**src/rtl/matrix_operand_loader_pkg.sv**
```systemverilog
// Shared sizing, FSM encoding and op-select codes for the matrix operand loader.
package matrix_operand_loader_pkg;

  localparam int N      = 5;
  localparam int ELEM_W = 8;
  localparam int SLOTS  = N * N;
  localparam int MAT_W  = SLOTS * ELEM_W;
  localparam int IDX_W  = $clog2(SLOTS);

  typedef enum logic [1:0] {
    LOAD_A = 2'd0,
    LOAD_B = 2'd1,
    HOLD   = 2'd2
  } loaderState_e;

  localparam logic OP_ADD = 1'b0;
  localparam logic OP_SUB = 1'b1;

  // Bit offset of element slot idx; element 0 sits at the LSBs.
  function automatic int slotOffset(input logic [IDX_W-1:0] idx);
    return int'(idx) * ELEM_W;
  endfunction

endpackage

```
**src/rtl/packed_matrix_reg.sv**
```systemverilog
// N*N-slot packed element register, write-by-index; write lands one edge after we.
// No flow control: the owner decides when to write, unwritten slots hold their value.
module packed_matrix_reg
  import matrix_operand_loader_pkg::*;
(
  input  logic              clk,
  input  logic              rst,
  input  logic              we,
  input  logic [IDX_W-1:0]  idx,
  input  logic [ELEM_W-1:0] din,
  output logic [MAT_W-1:0]  mat
);

  always_ff @(posedge clk or posedge rst) begin
    if (rst) begin
      mat <= '0;
    end else if (we && (idx < IDX_W'(SLOTS))) begin
      mat[slotOffset(idx) +: ELEM_W] <= din;
    end
  end

endmodule

```
**src/rtl/matrix_operand_loader.sv**
```systemverilog
// Assembles matrices A then B from a byte stream; mat_valid rises one cycle after the last beat.
// in_ready drops while the operand set is held; it is released by mat_ready, clear or rst.
module matrix_operand_loader
  import matrix_operand_loader_pkg::*;
(
  input  logic              clk,
  input  logic              rst,
  input  logic              clear,
  input  logic              in_valid,
  output logic              in_ready,
  input  logic [ELEM_W-1:0] in_data,
  input  logic              in_op,
  input  logic              in_last,
  output logic [MAT_W-1:0]  mat_a,
  output logic [MAT_W-1:0]  mat_b,
  output logic              mat_sel,
  output logic              mat_valid,
  input  logic              mat_ready,
  output logic              frame_err
);

  localparam logic [IDX_W-1:0] LAST_IDX = IDX_W'(SLOTS - 1);

  loaderState_e     stateQ, stateD;
  logic [IDX_W-1:0] idxQ, idxD;
  logic             selQ, selD;
  logic             validQ, validD;
  logic             errQ, errD;
  logic             weA, weB;
  logic             beat;
  logic             lastSlot;

  assign in_ready  = (stateQ != HOLD);
  assign beat      = in_valid && in_ready;
  assign lastSlot  = (idxQ == LAST_IDX);
  assign mat_sel   = selQ;
  assign mat_valid = validQ;
  assign frame_err = errQ;

  always_ff @(posedge clk or posedge rst) begin
    if (rst) begin
      stateQ <= LOAD_A;
      idxQ   <= '0;
      selQ   <= OP_ADD;
      validQ <= 1'b0;
      errQ   <= 1'b0;
    end else begin
      stateQ <= stateD;
      idxQ   <= idxD;
      selQ   <= selD;
      validQ <= validD;
      errQ   <= errD;
    end
  end

  always_comb begin
    stateD = stateQ;
    idxD   = idxQ;
    selD   = selQ;
    validD = validQ;
    errD   = errQ;
    weA    = 1'b0;
    weB    = 1'b0;
    if (clear) begin
      stateD = LOAD_A;
      idxD   = '0;
      validD = 1'b0;
      errD   = 1'b0;
    end else begin
      case (stateQ)
        LOAD_A: begin
          if (beat) begin
            if (in_last) begin
              // in_last can never legally appear inside A: drop the frame.
              errD   = 1'b1;
              stateD = LOAD_A;
              idxD   = '0;
            end else begin
              weA = 1'b1;
              if (idxQ == '0) selD = in_op;
              if (lastSlot) begin
                idxD   = '0;
                stateD = LOAD_B;
              end else begin
                idxD = idxQ + 1'b1;
              end
            end
          end
        end
        LOAD_B: begin
          if (beat) begin
            if (in_last != lastSlot) begin
              errD   = 1'b1;
              stateD = LOAD_A;
              idxD   = '0;
            end else begin
              weB = 1'b1;
              if (lastSlot) begin
                idxD   = '0;
                stateD = HOLD;
                validD = 1'b1;
              end else begin
                idxD = idxQ + 1'b1;
              end
            end
          end
        end
        HOLD: begin
          if (mat_ready) begin
            validD = 1'b0;
            stateD = LOAD_A;
            idxD   = '0;
          end
        end
        default: begin
          stateD = LOAD_A;
          idxD   = '0;
          validD = 1'b0;
        end
      endcase
    end
  end

  packed_matrix_reg uMatA (
    .clk (clk),
    .rst (rst),
    .we  (weA),
    .idx (idxQ),
    .din (in_data),
    .mat (mat_a)
  );

  packed_matrix_reg uMatB (
    .clk (clk),
    .rst (rst),
    .we  (weB),
    .idx (idxQ),
    .din (in_data),
    .mat (mat_b)
  );

endmodule
```
**config.mk**
```make
export PLATFORM = sky130hd
export DESIGN_NAME = matrix_operand_loader
export DESIGN_NICKNAME = d
export VERILOG_FILES = /design/src/rtl/matrix_operand_loader_pkg.sv /design/src/rtl/packed_matrix_reg.sv /design/src/rtl/matrix_operand_loader.sv
export SDC_FILE = /design/constraint.sdc
export NUM_CORES = 1
export LEC_CHECK = 0
export CORE_MARGIN = 2
export CORE_UTILIZATION = 50
export CTS_CLUSTER_DIAMETER = 120
export DETAILED_ROUTE_END_ITERATION = 8
export PLACE_DENSITY = 0.92
export SYNTH_ARGS = -nofsm -noshare
export SYNTH_HDL_FRONTEND = slang
export SYNTH_SLANG_ARGS = --single-unit
```
**constraint.sdc**
```tcl
create_clock -name clk -period 22.3 [get_ports clk]
set_input_delay 4.46 -clock clk [delete_from_list [all_inputs] [get_ports clk]]
set_output_delay 4.46 -clock clk [all_outputs]
set_load 0.005 [all_outputs]
```
==> reports/results.ini <==
[outcome]
status = finished clean

[logic_synthesis]
synth_area_leader_cell = dfrtp_1
synth.top_cell.area_share = 0.622
async_flop_share = 1.00
avgSynthCellArea_um2 = 13.0
ys_seq_area_frac = 0.622
synth_nets = 1285
synth-seq-cells = 410
yosys-top-cells-count = 410 x dfrtp_1, 313 x mux2_2, 131 x nand2_1, 97 x nor2_1, 97 x o21ai_0
synth_flop_cell = dfrtp_1
netlist_instances = 1267
synth_edf_count = 0
synth_cell_types = 53
synth_most_common_cell = dfrtp_1
synth_area_leaders = dfrtp_1 62%, mux2_2 21%, nand2_1 3.0%
yosysWarnings = 0
synth_area_um2 = 16500

[pwr]
vdd_drop_max_uv = 66.4
power.density_nw_per_um2 = 68.5
p_int_mw = 1.20
pwr-share-comb = 0.056
p_seq_frac = 0.491
p_sw_frac = 0.223
p_clk_frac = 0.453
p_sw_mw = 0.343
leakagePower_nw = 10.3

[worst_setup_path]
start_kind = input pin
path_depth = 6
max_stage_delay_ns = 0.72
critPathRequiredTime_ns = 22.70
critical_path_peak_fanout = 9
arrival_ns = 7.50
critical_path.top_delay_family = simple AND/OR/NAND/NOR gates
crit_slowest_cell = nor4bb_1
rr_worst_depth = 11
worstSetupStartpoint = clear
rr_startpoint = idxQ[0]$_DFFE_PP0P_
cp.buffers_inverters = 1
crit_type = in2reg
cp_cell_sequence = clkdlybuf4s50_1, nand4bb_2, nor2_1, nor4bb_1, nand3_1, mux2_2
crit_path_end_kind = flip-flop

[clocking]
cts_made_buffers = 41
cts.path.max_buffers = 3
h-tree-depth = 2
cts_tree = done
clk-insertion-delay-late_ns = 0.53
hold_buffers = 0
postCtsSetupRepairBufs = 0
root_buffer = clkbuf_16
cts_sinks = 410
post_cts_resized = 0
path_clk_slew_ns = 0.06

[drt]
drc_errors = 0
via_count = 12000
viasPerCell = 5.58
wl_per_cell_um = 23.3
ant_nets = 0
drt_wl_total_um = 50000
drt_iter0_markers = 831
firstDrtPassIters = 7

[grt]
grt_max_degree = 178
overflow = 0
grt_use_total = 0.286
grt_antenna_before_repair = 0
grt_pass1_wl_um = 74300
grt_pass1_vias = 12300

[timing]
tightest_slew_ns = 1.14
rsz0062_at_grt = no
setup_tns_ns = 0
setup_viol = 0
slew_violations = 0
final_hold_viol_count = 0
slew_headroom = 0.241
period_share = 0.318
timing.fmax_ghz = 0.141
clock-skew-final_ns = 0.00965
layout_min_cycle_time_ns = 7.10

[placement]
dp_hpwl_um = 35700
port_buffers = 418
place_area_um2 = 21100
gp_congestion = 0.827

[floorplanning]
die_w_um = 186
start_util = 0.507
fp.dieH_um = 186
core_um2 = 32500
rows = 66
io_pins = 419
die-area_um2 = 34500

[cells_and_area]
syn_to_final_growth_pct = 36.1
final_area_um2 = 22500
layout.nets = 1701
diodes = 0
drive_gt1_frac = 0.244

[flow_run]
cap_violations = 0

[hold_path]
hold_class = reg2reg
min_path_cells = 2
hold_start = uMatA.mat[111]$_DFFE_PP0P_

[tightest hold or removal path, stage by stage (launching register included)]
cell and delay (ns):
dfrtp_1 0.34, nand2_1 0.04, o21ai_0 0.06
[placed cells by master (no fill, tap or decap), types with 3 or more instances in the layout]
| cell | n |
|---|---|
| a21oi_1 | 4 |
| a31oi_1 | 4 |
| and2_1 | 16 |
| and3_1 | 10 |
| buf_4 | 6 |
| bufinv_16 | 4 |
| clkbuf_1 | 4 |
| clkbuf_16 | 43 |
| clkbuf_8 | 7 |
| clkdlybuf4s50_1 | 418 |
| clkinv_2 | 5 |
| dfrtp_1 | 410 |
| ha_1 | 3 |
| inv_1 | 10 |
| mux2_2 | 313 |
| nand2_1 | 131 |
| nand2b_1 | 8 |
| nand3_1 | 28 |
| nand4_1 | 5 |
| nor2_1 | 97 |
| nor2_2 | 10 |
| nor2_4 | 5 |
| nor2b_1 | 6 |
| nor3_1 | 6 |
| nor3_2 | 4 |
| o2111ai_1 | 4 |
| o21ai_0 | 97 |
| or2_2 | 6 |
| or4_1 | 3 |
| xnor2_1 | 3 |
[metrics by stage]
step / hold WS [ns] / instances / worst slack, ns / utilization / total power, mW
after CTS: 0.482 / 2148 / 15.24 / 0.690 / 1.55
after global placement: 0.463 / 2082 / 14.86 / 0.648 / 0.852
after global routing: 0.499 / 2148 / 15.15 / 0.690 / 1.59
after detailed placement: 0.469 / 2082 / 14.71 / 0.648 / 0.855
final: 0.478 / 2148 / 15.20 / 0.690 / 1.54
after floorplan: 0.470 / 1267 / 6.43 / - / 0.813
[metal layers]
layer / wire (µm) / GRT usage / vias up
li1: - / - / 5234
met1: 20100 / 0.366 / 6076
met2: 24300 / 0.477 / 538
met3: 3470 / 0.0597 / 129
met4: 2150 / 0.118 / 0
met5: 0 / 0 / -
[path summary, 6_finish.rpt]
check	to	slack [ns]
worst max-delay path	uMatB.mat[177]$_DFFE_PP0P_	15.20
max in group asynchronous	uMatB.mat[2]$_DFFE_PP0P_	16.06
worst min register to register	uMatA.mat[111]$_DFFE_PP0P_	0.48
worst min-delay path	uMatA.mat[111]$_DFFE_PP0P_	0.48
min in group asynchronous	uMatB.mat[182]$_DFFE_PP0P_	4.63
worst max register to register	uMatA.mat[58]$_DFFE_PP0P_	17.85
[state kept, by name, summed over array words and instances, names as in the netlist]
register and count:
mat_valid 1, mat_sel 1, frame_err 1, stateQ 2
idxQ 5, uMatB.mat 200, uMatA.mat 200
[cells by family (layout without fill, tap and decap cells)]
family	Yosys count	after routing	share of synthesized area
compound gates	117	117	0.0384
mux	315	315	0.215
xor+xnor	5	5	0.00265
simple gates	353	353	0.104
buf+inv	64	503	0.0162
flops	410	410	0.622
fa+ha+maj	3	3	0.00227
[power groups by stage]
stage | Clock (mW) | Combinational, mW | Sequential, mW
2_1_floorplan | 0 | 0.0428 | 0.770
4_1_cts | 0.707 | 0.0858 | 0.756
3_5_place_dp | 0 | 0.0852 | 0.770
3_3_place_gp | 0 | 0.0834 | 0.769
5_1_grt | 0.737 | 0.0937 | 0.756
6_report | 0.697 | 0.0854 | 0.756
[layout make-up]
cell class,count,area (µm²)
Fill cell,2256,10100
Clock inverter,12,169
Tap cell,442,553
Inverter,12,52.6
Multi-Input combinational cell,793,5980
Clock buffer,54,1190
Sequential cell,410,10300
Timing Repair Buffer,425,4250
Power figures use the tool's default switching activity.
